File: src/rtl/data_write_ctrl.sv
// Serial-to-parallel sample writer for the MSDAP input store: assembles MSB-first
// 16-bit words, writes them at a wrapping pointer, and tracks flush, framing and zero-run sleep.
module data_write_ctrl #(
    parameter int DATA_WIDTH   = 16,
    parameter int ADDR_WIDTH   = 8,
    parameter int FLUSH_CYCLES = 770,
    parameter int ZERO_LIMIT   = 800
) (
    input  logic                  sClk,
    input  logic                  memReset_n,
    input  logic                  serialIn,
    input  logic                  bitValid,
    input  logic                  frameSync,
    output logic                  writeEnable,
    output logic [ADDR_WIDTH-1:0] dataWriteAddr,
    output logic [DATA_WIDTH-1:0] dataValueIn,
    output logic [ADDR_WIDTH-1:0] newestAddr,
    output logic                  sampleReady,
    output logic                  sleepFlag,
    output logic                  flushBusy,
    output logic                  frameError
);

    localparam int CNT_W = $clog2(DATA_WIDTH + 1);
    localparam int FL_W  = $clog2(FLUSH_CYCLES + 1);
    localparam int ZC_W  = $clog2(ZERO_LIMIT + 1);

    localparam logic [1:0] FLUSH_WAIT = 2'd0;
    localparam logic [1:0] IDLE       = 2'd1;
    localparam logic [1:0] SHIFT      = 2'd2;
    localparam logic [1:0] WRITE      = 2'd3;

    localparam logic [FL_W-1:0]  FLUSH_LAST = FL_W'(FLUSH_CYCLES - 1);
    localparam logic [CNT_W-1:0] LAST_BIT   = CNT_W'(DATA_WIDTH - 1);
    localparam logic [CNT_W-1:0] FIRST_BIT  = CNT_W'(1);
    localparam logic [ZC_W-1:0]  ZERO_MAX   = ZC_W'(ZERO_LIMIT);
    localparam logic [ZC_W-1:0]  ZERO_NEAR  = ZC_W'(ZERO_LIMIT - 1);

    logic [1:0]            state_q,     state_d;
    logic [FL_W-1:0]       flush_cnt_q, flush_cnt_d;
    logic [CNT_W-1:0]      bit_cnt_q,   bit_cnt_d;
    logic [DATA_WIDTH-1:0] shift_q,     shift_d;
    logic [ADDR_WIDTH-1:0] wr_ptr_q,    wr_ptr_d;
    logic [ZC_W-1:0]       zero_cnt_q,  zero_cnt_d;
    logic                  we_q,        we_d;
    logic [ADDR_WIDTH-1:0] addr_q,      addr_d;
    logic [DATA_WIDTH-1:0] data_q,      data_d;
    logic [ADDR_WIDTH-1:0] newest_q,    newest_d;
    logic                  ready_q,     ready_d;
    logic                  sleep_q,     sleep_d;
    logic                  busy_q,      busy_d;
    logic                  ferr_q,      ferr_d;

    logic                  start_s;
    logic [DATA_WIDTH-1:0] first_word_s;

    assign start_s      = bitValid & frameSync;
    assign first_word_s = {{(DATA_WIDTH-1){1'b0}}, serialIn};

    // Next-state logic: frame FSM plus the commit stage that follows each write strobe
    always_comb begin
        state_d     = state_q;
        flush_cnt_d = flush_cnt_q;
        bit_cnt_d   = bit_cnt_q;
        shift_d     = shift_q;
        wr_ptr_d    = wr_ptr_q;
        zero_cnt_d  = zero_cnt_q;
        we_d        = 1'b0;
        addr_d      = addr_q;
        data_d      = data_q;
        newest_d    = newest_q;
        ready_d     = 1'b0;
        sleep_d     = sleep_q;
        busy_d      = busy_q;
        ferr_d      = ferr_q;

        case (state_q)
            FLUSH_WAIT: begin
                if (flush_cnt_q == FLUSH_LAST) begin
                    state_d     = IDLE;
                    busy_d      = 1'b0;
                    flush_cnt_d = '0;
                end else begin
                    flush_cnt_d = flush_cnt_q + FL_W'(1);
                end
            end
            // WRITE also runs the IDLE start check so a back-to-back MSB is not lost
            IDLE, WRITE: begin
                if (state_q == WRITE) begin
                    we_d   = 1'b1;
                    addr_d = wr_ptr_q;
                    data_d = shift_q;
                end else begin
                    we_d   = 1'b0;
                end
                if (start_s) begin
                    shift_d   = first_word_s;
                    bit_cnt_d = FIRST_BIT;
                    state_d   = SHIFT;
                end else begin
                    bit_cnt_d = '0;
                    state_d   = IDLE;
                end
            end
            SHIFT: begin
                if (bitValid) begin
                    if (frameSync) begin
                        ferr_d    = 1'b1;
                        shift_d   = first_word_s;
                        bit_cnt_d = FIRST_BIT;
                    end else begin
                        shift_d   = {shift_q[DATA_WIDTH-2:0], serialIn};
                        bit_cnt_d = bit_cnt_q + CNT_W'(1);
                        if (bit_cnt_q == LAST_BIT) begin
                            state_d = WRITE;
                        end else begin
                            state_d = SHIFT;
                        end
                    end
                end else begin
                    state_d = SHIFT;
                end
            end
            default: begin
                state_d = FLUSH_WAIT;
            end
        endcase

        // The cycle after the strobe publishes the write and updates the zero run
        if (we_q) begin
            ready_d  = 1'b1;
            newest_d = wr_ptr_q;
            wr_ptr_d = wr_ptr_q + ADDR_WIDTH'(1);
            if (data_q == '0) begin
                if (zero_cnt_q >= ZERO_NEAR) begin
                    zero_cnt_d = ZERO_MAX;
                    sleep_d    = 1'b1;
                end else begin
                    zero_cnt_d = zero_cnt_q + ZC_W'(1);
                    sleep_d    = sleep_q;
                end
            end else begin
                zero_cnt_d = '0;
                sleep_d    = 1'b0;
            end
        end else begin
            ready_d = 1'b0;
        end
    end

    // State and output registers, cleared asynchronously
    always_ff @(posedge sClk or negedge memReset_n) begin
        if (!memReset_n) begin
            state_q     <= FLUSH_WAIT;
            flush_cnt_q <= '0;
            bit_cnt_q   <= '0;
            shift_q     <= '0;
            wr_ptr_q    <= '0;
            zero_cnt_q  <= '0;
            we_q        <= 1'b0;
            addr_q      <= '0;
            data_q      <= '0;
            newest_q    <= {ADDR_WIDTH{1'b1}};
            ready_q     <= 1'b0;
            sleep_q     <= 1'b0;
            busy_q      <= 1'b1;
            ferr_q      <= 1'b0;
        end else begin
            state_q     <= state_d;
            flush_cnt_q <= flush_cnt_d;
            bit_cnt_q   <= bit_cnt_d;
            shift_q     <= shift_d;
            wr_ptr_q    <= wr_ptr_d;
            zero_cnt_q  <= zero_cnt_d;
            we_q        <= we_d;
            addr_q      <= addr_d;
            data_q      <= data_d;
            newest_q    <= newest_d;
            ready_q     <= ready_d;
            sleep_q     <= sleep_d;
            busy_q      <= busy_d;
            ferr_q      <= ferr_d;
        end
    end

    assign writeEnable   = we_q;
    assign dataWriteAddr = addr_q;
    assign dataValueIn   = data_q;
    assign newestAddr    = newest_q;
    assign sampleReady   = ready_q;
    assign sleepFlag     = sleep_q;
    assign flushBusy     = busy_q;
    assign frameError    = ferr_q;

endmodule
File: config.mk
export PLATFORM = sky130hd
export DESIGN_NAME = data_write_ctrl
export DESIGN_NICKNAME = d
export VERILOG_FILES = /design/src/rtl/data_write_ctrl.sv
export SDC_FILE = /design/constraint.sdc
export NUM_CORES = 1
export LEC_CHECK = 0
export CORE_ASPECT_RATIO = 0.5
export CORE_MARGIN = 2
export CORE_UTILIZATION = 35
export CTS_BUF_LIST = sky130_fd_sc_hd__clkbuf_4 sky130_fd_sc_hd__clkbuf_8
export CTS_CLUSTER_DIAMETER = 200
export DETAILED_ROUTE_END_ITERATION = 7
export PLACE_DENSITY_LB_ADDON = 0.2
export SKIP_CTS_REPAIR_TIMING = 1
export SLEW_MARGIN = 20
export SYNTH_ARGS = -nofsm -noshare
export SYNTH_HDL_FRONTEND = slang
export SYNTH_SLANG_ARGS = --single-unit
export TNS_END_PERCENT = 30
File: constraint.sdc
create_clock -name sClk -period 2.9 [get_ports sClk]
set_input_delay 0.58 -clock sClk [delete_from_list [all_inputs] [get_ports sClk]]
set_output_delay 0.58 -clock sClk [all_outputs]
set_load 0.005 [all_outputs]
Yosys cells after proc, flatten, opt, wreduce, memory -nomap -nowiden:

Cells that the tools add are included.

* register bits after elaboration: 88
* input port bits: 5
* output and inout bits: 37
* word-level logic and storage cells: 63

* $add $sub $neg: 4
* order comparisons: 1
* equality and inequality tests: 10
* multiplexer cells: 22
* bitwise operators: 1
* reductions and logical operators: 11

Operators by type and width (count)
* $mux 16: 3
* $pmux 16 s2: 1
* $mux 10: 3
* $add 10x1->10 const B: 2
* $logic_not 16->1: 1
* $eq 10x10->1 const B: 1
* $ge 10x10->1 const B: 1
* $mux 5: 2
* $pmux 5 s2: 1
* $reduce_and 2->1: 5
* $add 8x1->8 const B: 1
* $mux 2: 4
* $mux 1: 7
* $ne 2x2->1 const B: 3
* $pmux 2 s3: 1
* $reduce_and 3->1: 2
* $add 5x1->5 const B: 1
* $eq 5x4->1 const B: 1
* $eq 2x2->1 const B: 2
* $ne 3x3->1 const B: 1
* $eq 2x1->1 const B: 1
* $logic_not 2->1: 1
* $ne 2x1->1 const B: 1
* $reduce_bool 2->1: 1
* other kinds (2): 2

Logic depth before layout (Yosys ltp):

Gate-level depths: netlist of the first run.

* depth in word-level cells: 5
* gate-level depth with buffers: 6

Worst setup path after synthesis of the first run:

OpenSTA, ideal clock, no wires.

* path kind: in2reg
* from: in bitValid
* to: reg shift_q[10]
* library setup time: 0.121 ns
* arrival: 1.412 ns
* slack: 1.367 ns
* stages on the path: 6
* buffers on the path: 2
* cells stage by stage: buf_2 -> nand3_1 -> o21ai_2 -> o21ai_2 -> buf_2 -> a22o_1

* cells in the longest elaborated chain, start to end: 3
* elaborated cells between the ends (all ways): 4
* classes of those cells: eq/ne: 2; bitwise: 1; reduce/logical: 1

Ends and longest elaborated chain
* from (decl): RTL line 12 `input logic bitValid,`
* $and 1x1->1: RTL line 57 `assign start_s = bitValid & frameSync;`
* $ne 2x2->1 (no line)
* $reduce_and 3->1 (no line) (*)
* to (signal assigned): RTL line 172 `shift_q <= shift_d;`
* to (decl): RTL line 42 `logic [DATA_WIDTH-1:0] shift_q, shift_d;`

Mark *: on every way between the ends. The rest lies on a longest branch, timed or not.
A chain may end at the register's enable or synchronous reset.

Worst setup path in the final report of the first run:

* from: reg we_q, in the netlist writeEnable
* to: out writeEnable

RTL lines
* from (decl): RTL line 45 `logic we_q, we_d;`
* from (signal assigned): RTL line 175 `we_q <= we_d;`
* to (decl): RTL line 14 `output logic writeEnable,`

No word-level cell between the ends.

==> metrics.txt, run 1 <==
# TYPE chip_impl_metric gauge
chip_impl_metric{name="detailroute.via_count",unit=""} 2435
chip_impl_metric{name="power.density_cell_area",unit="nW/um^2"} 756
chip_impl_metric{name="globalRouteTotalUtil",unit=""} 0.132
chip_impl_metric{name="row_count",unit=""} 26
chip_impl_metric{name="cp_slowest_stage_delay",unit="ns"} 0.57
chip_impl_metric{name="first_global_vias",unit=""} 2507
chip_impl_metric{name="route.detailed.vias_per_inst",unit=""} 5.05
chip_impl_metric{name="drt_first_iter_violations",unit=""} 155
chip_impl_info{name="outcome",value="finished clean"} 1
chip_impl_metric{name="finalMaxSlewViolations",unit=""} 0
chip_impl_info{name="critical_path.cell_chain",value="buf_4, clkdlybuf4s50_1"} 1
chip_impl_metric{name="number_of_synthesized_flops_with_an_enable_pin",unit=""} 0
chip_impl_metric{name="number_of_nets_in_the_synthesized_netlist",unit=""} 301
chip_impl_metric{name="period_needed",unit="ns"} 2.14
chip_impl_info{name="top_layer",value="met4"} 1
chip_impl_metric{name="ios",unit=""} 42
chip_impl_metric{name="detailed_routed_wire_length_on_met3",unit="um"} 297
chip_impl_info{name="cp_slowest_cell",value="sky130_fd_sc_hd__clkdlybuf4s50_1"} 1
chip_impl_metric{name="clkLatencyLatePin",unit="ns"} 0.35
chip_impl_metric{name="cts-root-to-sink-buffers",unit=""} 2
chip_impl_metric{name="layout_cell_share_with_drive_strength_beyond_1",unit=""} 0.173
chip_impl_metric{name="layout_filler_cell_count",unit=""} 971
chip_impl_metric{name="synth_cells",unit=""} 290
chip_impl_metric{name="die_area",unit="sq um"} 11600
chip_impl_metric{name="compound_gate_fraction_of_synth_area",unit=""} 0.107
chip_impl_metric{name="met2_length",unit="mm"} 3.38
chip_impl_metric{name="drtPass1Iterations",unit=""} 4
chip_impl_metric{name="crit_buf_inv",unit=""} 2
chip_impl_metric{name="hpwlAfterDp",unit="mm"} 4.79
chip_impl_info{name="synth_top_family_by_area",value="simple AND/OR/NAND/NOR gates"} 1
chip_impl_metric{name="placeable_core_region",unit="sq um"} 10300
chip_impl_metric{name="synth_area",unit="sq um"} 3730
chip_impl_metric{name="p_leak",unit="nW"} 2.02
chip_impl_metric{name="place.port_buffers",unit=""} 41
chip_impl_metric{name="vdd.ir_drop.worst",unit="mV"} 0.269
chip_impl_metric{name="first_pass_grt_wire_length",unit="mm"} 12.2
chip_impl_metric{name="flip_flop_and_latch_count_after_synthesis",unit=""} 88
chip_impl_metric{name="multi_input_comb_area",unit="sq um"} 1440
chip_impl_metric{name="routedLengthMet1",unit="mm"} 3.21
chip_impl_metric{name="instance_area_at_placement",unit="sq um"} 4300
chip_impl_metric{name="proportion_of_synthesized_chip_area_in_sequential_cells",unit=""} 0.593
chip_impl_info{name="postSynth.topFlopCell",value="sky130_fd_sc_hd__dfrtp_1"} 1
chip_impl_metric{name="worst_ep_arrival",unit="ns"} 1.56
chip_impl_metric{name="detail_route.wirelength",unit="mm"} 6.98
chip_impl_metric{name="clk_transition_reported_paths",unit="ns"} 0.08
chip_impl_metric{name="drc",unit=""} 0
chip_impl_info{name="unrepaired_setup_endpoints_after_global_routing",value="no"} 1
chip_impl_metric{name="synth_fa_ha_area_frac",unit=""} 0.0201
chip_impl_metric{name="finalCoreUtilization",unit=""} 0.438
chip_impl_info{name="min-delay-path-class",value="input port to asynchronous set/reset pin"} 1
chip_impl_info{name="worstSetupEndpointType",value="primary output"} 1
chip_impl_metric{name="floorplan.initialDensity",unit=""} 0.363
chip_impl_metric{name="syn-mean-instance-area",unit="sq um"} 12.9
chip_impl_info{name="worst_setup_path_type",value="flip-flop to primary output"} 1
chip_impl_metric{name="cp_data_required_time",unit="ns"} 2.32
chip_impl_metric{name="gp_congestion",unit=""} 0.808
chip_impl_metric{name="syn_to_final_growth",unit="%"} 20.6
chip_impl_metric{name="global_route.overflow_total",unit=""} 0
chip_impl_metric{name="final_hold_viols",unit=""} 0
chip_impl_info{name="cts_root_buffer",value="sky130_fd_sc_hd__clkbuf_8"} 1
chip_impl_metric{name="antenna_violating_nets_post_route",unit=""} 0
chip_impl_metric{name="finalClockSkew",unit="ns"} 0.00754
chip_impl_info{name="layout_commonest_cell",value="sky130_fd_sc_hd__dfrtp_1"} 1
chip_impl_metric{name="setup_total_negative_slack",unit="ns"} 0
chip_impl_metric{name="post_synth_num_cell_types",unit=""} 48
chip_impl_metric{name="wl_per_cell",unit="um"} 14.5
chip_impl_metric{name="grt_start_max_net_pins",unit=""} 54
chip_impl_metric{name="cts_inserted_buffers",unit=""} 9
chip_impl_metric{name="die_y",unit="um"} 77.0
chip_impl_info{name="tritoncts",value="yes"} 1
chip_impl_metric{name="grt_antenna_before_repair",unit=""} 0
chip_impl_metric{name="ys_warn_count",unit=""} 0
chip_impl_metric{name="synth-async-reset-ratio",unit=""} 1.00
chip_impl_metric{name="post_synth_xor_area_fraction",unit=""} 0.0329
chip_impl_metric{name="max_clk_rate",unit="MHz"} 468
chip_impl_metric{name="timing.slew.headroom",unit=""} 0.553
chip_impl_metric{name="die_width",unit="um"} 150
chip_impl_metric{name="fin_worst_hold_slack",unit="ns"} 0.255
chip_impl_metric{name="footprint_of_the_flip_flops_and_latches",unit="sq um"} 2210
chip_impl_metric{name="period_share",unit=""} 0.738
chip_impl_metric{name="muxShareOfSynthArea",unit=""} 0.108
chip_impl_metric{name="final_instance_area",unit="sq um"} 4500
chip_impl_info{name="timing.critical_path.from_type",value="flip-flop"} 1
chip_impl_metric{name="worstPathMaxFanout",unit=""} 29
chip_impl_metric{name="cts_sinks",unit=""} 88
chip_impl_info{name="mostFrequentLayoutCells",value="sky130_fd_sc_hd__dfrtp_1 (79), sky130_fd_sc_hd__clkdlybuf4s50_1 (40), sky130_fd_sc_hd__mux2_1 (20)"} 1
chip_impl_metric{name="ctsHtreeMaxLevel",unit=""} 3
chip_impl_info{name="cpLargestDelayFamily",value="buffers and inverters"} 1
chip_impl_metric{name="cap_violations",unit=""} 0
chip_impl_metric{name="count_of_antenna_diodes_in_the_layout",unit=""} 0
chip_impl_metric{name="tightestPinTransition",unit="ns"} 0.670
chip_impl_metric{name="nets",unit=""} 348
chip_impl_metric{name="setup_viol",unit=""} 0
chip_impl_metric{name="synthSimpleGateAreaFrac",unit=""} 0.117
[layout make-up]
cell class / instances / area share
clock buffer: 10 / 0.0292
clock inverter: 6 / 0.0150
inverter: 8 / 0.00667
multi-input combinational: 184 / 0.319
sequential: 88 / 0.492
tap: 140 / 0.0389
timing repair buffer: 46 / 0.0990
[per-stage QoR]
step	setup WS, ns	total power, mW	cells
after CTS	0.717	3.45	482
after floorplan	1.37	2.24	290
after global routing	0.670	3.63	482
after detailed placement	0.684	2.58	466
final	0.761	3.40	482
after global placement	0.723	2.55	466
[registers in the layout (all words and copies together) (netlist names), named ones only]
register / count
dataWriteAddr: 8
zero_cnt_q: 10
flushBusy: 1
bit_cnt_q: 5
shift_q: 16
sampleReady: 1
wr_ptr_q: 8
writeEnable: 1
state_q: 1
newestAddr: 8
frameError: 1
flush_cnt_q: 10
dataValueIn: 16
sleepFlag: 1
[where the power goes]
group	total, mW	internal, mW	switching, mW
registers	1.68	1.45	0.233
logic	0.871	0.445	0.427
clock network	0.850	0.412	0.437
[path summary, 6_finish.rpt]
kind	start	end	slack, ns	cells past startpoint
min in group sClk	frameError$_DFFE_PN0P_	frameError$_DFFE_PN0P_	0.48	1
worst max register to register	dataValueIn[10]$_DFFE_PN0P_	zero_cnt_q[0]$_DFFE_PN0P_	1.14	4
max in group asynchronous	memReset_n	zero_cnt_q[0]$_DFFE_PN0P_	1.96	2
worst min register to register	frameError$_DFFE_PN0P_	frameError$_DFFE_PN0P_	0.48	1
worst min-delay path	memReset_n	frameError$_DFFE_PN0P_	0.26	1
worst max-delay path	writeEnable$_DFF_PN0_	writeEnable	0.76	2
[metal layers]
layer / vias to the layer above / global-route usage
li1: 1154 / -
met1: 1235 / 0.170
met2: 37 / 0.213
met3: 9 / 0.0417
met4: 0 / 0.0434
met5: - / 0
[cell families (layout without fill, tap and decap cells)]
| kind of cell | Yosys count | after routing |
|---|---|---|
| buffers and inverters | 18 | 70 |
| and+or+nand+nor | 73 | 73 |
| DFF | 88 | 88 |
| AOI/OAI and AO/OA | 55 | 55 |
| adders and majority gates | 6 | 6 |
| muxes | 36 | 36 |
| xor gates and xnor gates | 14 | 14 |
[synth_stat cells (all sizes together), types with 3 or more instances]
| cell | number | area, sq um |
|---|---|---|
| dfrtp | 79 | 1980 |
| nor2b | 4 | 25.0 |
| nand4 | 11 | 75.1 |
| inv | 8 | 30.0 |
| nor2 | 15 | 56.3 |
| nand2 | 14 | 62.6 |
| nand3 | 3 | 15.0 |
| o31ai | 3 | 22.5 |
| o21ai | 5 | 32.5 |
| nor4 | 5 | 56.3 |
| nor3 | 12 | 76.3 |
| buf | 9 | 47.5 |
| ha | 6 | 75.1 |
| and3 | 3 | 18.8 |
| xor2 | 6 | 52.6 |
| a21oi | 14 | 70.1 |
| xnor2 | 8 | 70.1 |
| dfstp | 9 | 236 |
| mux2 | 35 | 394 |
| a22o | 18 | 158 |
| a31oi | 3 | 18.8 |
Note: power is estimated with default switching activity, not from simulation.
==> inputs of run 2 (changes only) <==
clock period = 1.9 ns   (was 2.9 ns; I/O delays follow)
==> run 2 against run 1 <==
  * Clock skew increased by 0.0035 ns
  * First-iteration DRC count down 9.7%
  * Sequential power increased by 51%
  * Worst hold slack better by 0.21 ns
  * Global-route usage is 0.22 points higher
  * Wire length increased by 0.54%
  * Clock-buffer cell count is the same
  * Clock power is 53% higher
  * Critical endpoint is now newestAddr[3]
  * Largest cell class unchanged
==> metrics.txt, run 2 (same netlist as run 1, synthesis figures left out) <==
# TYPE chip_impl_metric gauge
chip_impl_info{name="outcome",value="finished clean"} 1
chip_impl_metric{name="setup_slack",unit="ns"} 0.135
chip_impl_metric{name="report.power.total",unit="mW"} 5.23
chip_impl_metric{name="grt_start_max_net_pins",unit=""} 31
chip_impl_metric{name="timing.slew.headroom",unit=""} 0.743
chip_impl_metric{name="period_needed",unit="ns"} 1.76
chip_impl_metric{name="route.detailed.vias_per_inst",unit=""} 5.02
chip_impl_info{name="r2r-start",value="dataValueIn[1]$_DFFE_PN0P_"} 1
chip_impl_metric{name="power.density_cell_area",unit="nW/um^2"} 1140
chip_impl_metric{name="globalRouteTotalUtil",unit=""} 0.134
chip_impl_metric{name="ctsHtreeMaxLevel",unit=""} 3
chip_impl_metric{name="worst-r2r-cell-count",unit=""} 4
chip_impl_metric{name="finalMaxSlewViolations",unit=""} 0
chip_impl_metric{name="detail_route.wirelength",unit="mm"} 7.02
chip_impl_metric{name="internal_power",unit="mW"} 3.57
chip_impl_info{name="unrepaired_setup_endpoints_after_global_routing",value="no"} 1
chip_impl_info{name="worstHoldEndpoint",value="frameError$_DFFE_PN0P_"} 1
chip_impl_metric{name="power.share.switching",unit=""} 0.317
chip_impl_info{name="start_point_of_the_worst_hold_path",value="frameError$_DFFE_PN0P_"} 1
chip_impl_metric{name="place.port_buffers",unit=""} 41
chip_impl_metric{name="wl_per_cell",unit="um"} 14.4
chip_impl_metric{name="tightestPinTransition",unit="ns"} 0.385
chip_impl_metric{name="first_global_vias",unit=""} 2506
chip_impl_metric{name="drt_first_iter_violations",unit=""} 140
chip_impl_metric{name="layout_cell_share_with_drive_strength_beyond_1",unit=""} 0.186
chip_impl_metric{name="placeable_core_region",unit="sq um"} 10300
chip_impl_metric{name="cts-root-to-sink-buffers",unit=""} 2
chip_impl_metric{name="detailroute.via_count",unit=""} 2455
chip_impl_metric{name="antenna_violating_nets_post_route",unit=""} 0
chip_impl_metric{name="nets",unit=""} 355
chip_impl_metric{name="count_of_antenna_diodes_in_the_layout",unit=""} 0
chip_impl_metric{name="fin_worst_hold_slack",unit="ns"} 0.464
chip_impl_metric{name="period_share",unit=""} 0.929
chip_impl_metric{name="finalClockSkew",unit="ns"} 0.0110
chip_impl_metric{name="global_route.overflow_total",unit=""} 0
chip_impl_metric{name="setup_viol",unit=""} 0
chip_impl_metric{name="syn_to_final_growth",unit="%"} 22.6
chip_impl_info{name="mostFrequentLayoutCells",value="sky130_fd_sc_hd__dfrtp_1 (79), sky130_fd_sc_hd__clkdlybuf4s50_1 (40), sky130_fd_sc_hd__mux2_1 (20)"} 1
chip_impl_metric{name="grt_antenna_before_repair",unit=""} 0
chip_impl_metric{name="cap_violations",unit=""} 0
chip_impl_metric{name="final_hold_viols",unit=""} 0
chip_impl_info{name="layout_commonest_cell",value="sky130_fd_sc_hd__dfrtp_1"} 1
chip_impl_metric{name="first_pass_grt_wire_length",unit="mm"} 12.3
chip_impl_metric{name="clock_power_share",unit=""} 0.249
chip_impl_metric{name="grt_use_met2",unit=""} 0.217
chip_impl_metric{name="row_count",unit=""} 26
chip_impl_metric{name="ios",unit=""} 42
chip_impl_metric{name="cts_inserted_buffers",unit=""} 9
chip_impl_metric{name="final_instance_area",unit="sq um"} 4580
chip_impl_metric{name="seq_power_share",unit=""} 0.485
chip_impl_metric{name="max_clk_rate",unit="MHz"} 567
chip_impl_metric{name="reg2reg_slack",unit="ns"} 0.21
chip_impl_metric{name="die_y",unit="um"} 77.0
chip_impl_metric{name="cp_slowest_stage_delay",unit="ns"} 0.54
chip_impl_metric{name="crit_buf_inv",unit=""} 1
chip_impl_info{name="min-delay-path-class",value="flip-flop to flip-flop"} 1
chip_impl_metric{name="p_sw",unit="mW"} 1.66
chip_impl_info{name="timing.critical_path.from_type",value="flip-flop"} 1
chip_impl_info{name="critical_path.cell_chain",value="clkdlybuf4s50_1"} 1
chip_impl_metric{name="worst_ep_arrival",unit="ns"} 1.38
chip_impl_metric{name="grt_util_met1",unit=""} 0.176
chip_impl_metric{name="clk_transition_reported_paths",unit="ns"} 0.09
chip_impl_metric{name="floorplan.initialDensity",unit=""} 0.363
chip_impl_info{name="cts_root_buffer",value="sky130_fd_sc_hd__clkbuf_8"} 1
chip_impl_info{name="worst_setup_path_type",value="flip-flop to primary output"} 1
chip_impl_metric{name="clkLatencyLatePin",unit="ns"} 0.35
chip_impl_metric{name="instance_area_at_placement",unit="sq um"} 4360
chip_impl_info{name="cp_slowest_cell",value="sky130_fd_sc_hd__dfstp_2"} 1
chip_impl_info{name="worstSetupEndpointType",value="primary output"} 1
chip_impl_metric{name="vdd.ir_drop.worst",unit="mV"} 0.462
chip_impl_info{name="launch_point_of_the_worst_path",value="newestAddr[3]$_DFFE_PN1P_"} 1
chip_impl_metric{name="cp_data_required_time",unit="ns"} 1.52
chip_impl_metric{name="cts_sinks",unit=""} 88
chip_impl_metric{name="die_width",unit="um"} 150
chip_impl_metric{name="drtPass1Iterations",unit=""} 4
chip_impl_metric{name="hold-path-cell-count",unit=""} 1
chip_impl_metric{name="setup_total_negative_slack",unit="ns"} 0
chip_impl_info{name="tritoncts",value="yes"} 1
chip_impl_info{name="timing.rr.end",value="zero_cnt_q[3]$_DFFE_PN0P_"} 1
chip_impl_metric{name="die_area",unit="sq um"} 11600
chip_impl_metric{name="p_leak",unit="nW"} 2.06
chip_impl_metric{name="grtUsageMet3",unit=""} 0.0333
chip_impl_metric{name="drc",unit=""} 0
chip_impl_info{name="cpLargestDelayFamily",value="flip-flops"} 1
chip_impl_metric{name="gp_congestion",unit=""} 0.810
chip_impl_metric{name="hpwlAfterDp",unit="mm"} 5.01
chip_impl_info{name="global_route.peak_usage_layer",value="met2"} 1
chip_impl_metric{name="power.combinational.fraction",unit=""} 0.265
chip_impl_metric{name="worstPathMaxFanout",unit=""} 2
chip_impl_metric{name="pre_cts_ws",unit="ns"} 0.131
run 2: changes by cell type in the layout (fill, tap and decap cells not counted), sizes merged:
cell         change
buf              +6
clkinv           +3
inv              -2
clkinvlp         -1
dlygate4sd3      +1
run 2: metal layers:
layer | wire length, um | part of all wire
met5 | 0 | 0
met4 | 85 | 0.012
met3 | 225 | 0.032
met1 | 3300 | 0.47
met2 | 3400 | 0.48
run 2: per-stage QoR:
stage | std cells | util
after floorplan | 290 | -
after detailed placement | 472 | 0.424
after CTS | 488 | 0.444
after global placement | 472 | 0.424
final | 489 | 0.445
after global routing | 489 | 0.445
run 2: worst max path at each step:
| stage | cells past startpoint | end | slack, ns |
|---|---|---|---|
| finish | 1 | newestAddr[3] | 0.14 |
| global route | 4 | zero_cnt_q[6]$_DFFE_PN0P_ | 0.07 |
| CTS | 1 | newestAddr[1] | 0.10 |
| detailed placement | 6 | shift_q[15]$_DFFE_PN0P_ | 0.13 |
| global placement | 6 | shift_q[12]$_DFFE_PN0P_ | 0.18 |
| floorplan | 5 | zero_cnt_q[0]$_DFFE_PN0P_ | 0.41 |
run 2: final cells by class:
type / instances / area (sq um)
clock buffer: 10 / 138
sequential: 88 / 2210
inverter: 8 / 30.0
fill: 962 / 5700
timing repair buffer: 53 / 513
clock inverter: 6 / 68.8
multi-input combinational: 184 / 1440
tap: 140 / 175
run 2: power by group through the flow:
stage               sequential (mW)  combinational (mW)  clock [mW]
finish                         2.54                1.39        1.30
global route                   2.59                1.55        1.44
CTS                            2.54                1.41        1.37
detailed placement             2.58                1.41           0
global placement               2.56                1.37           0
floorplan                      2.51               0.908           0
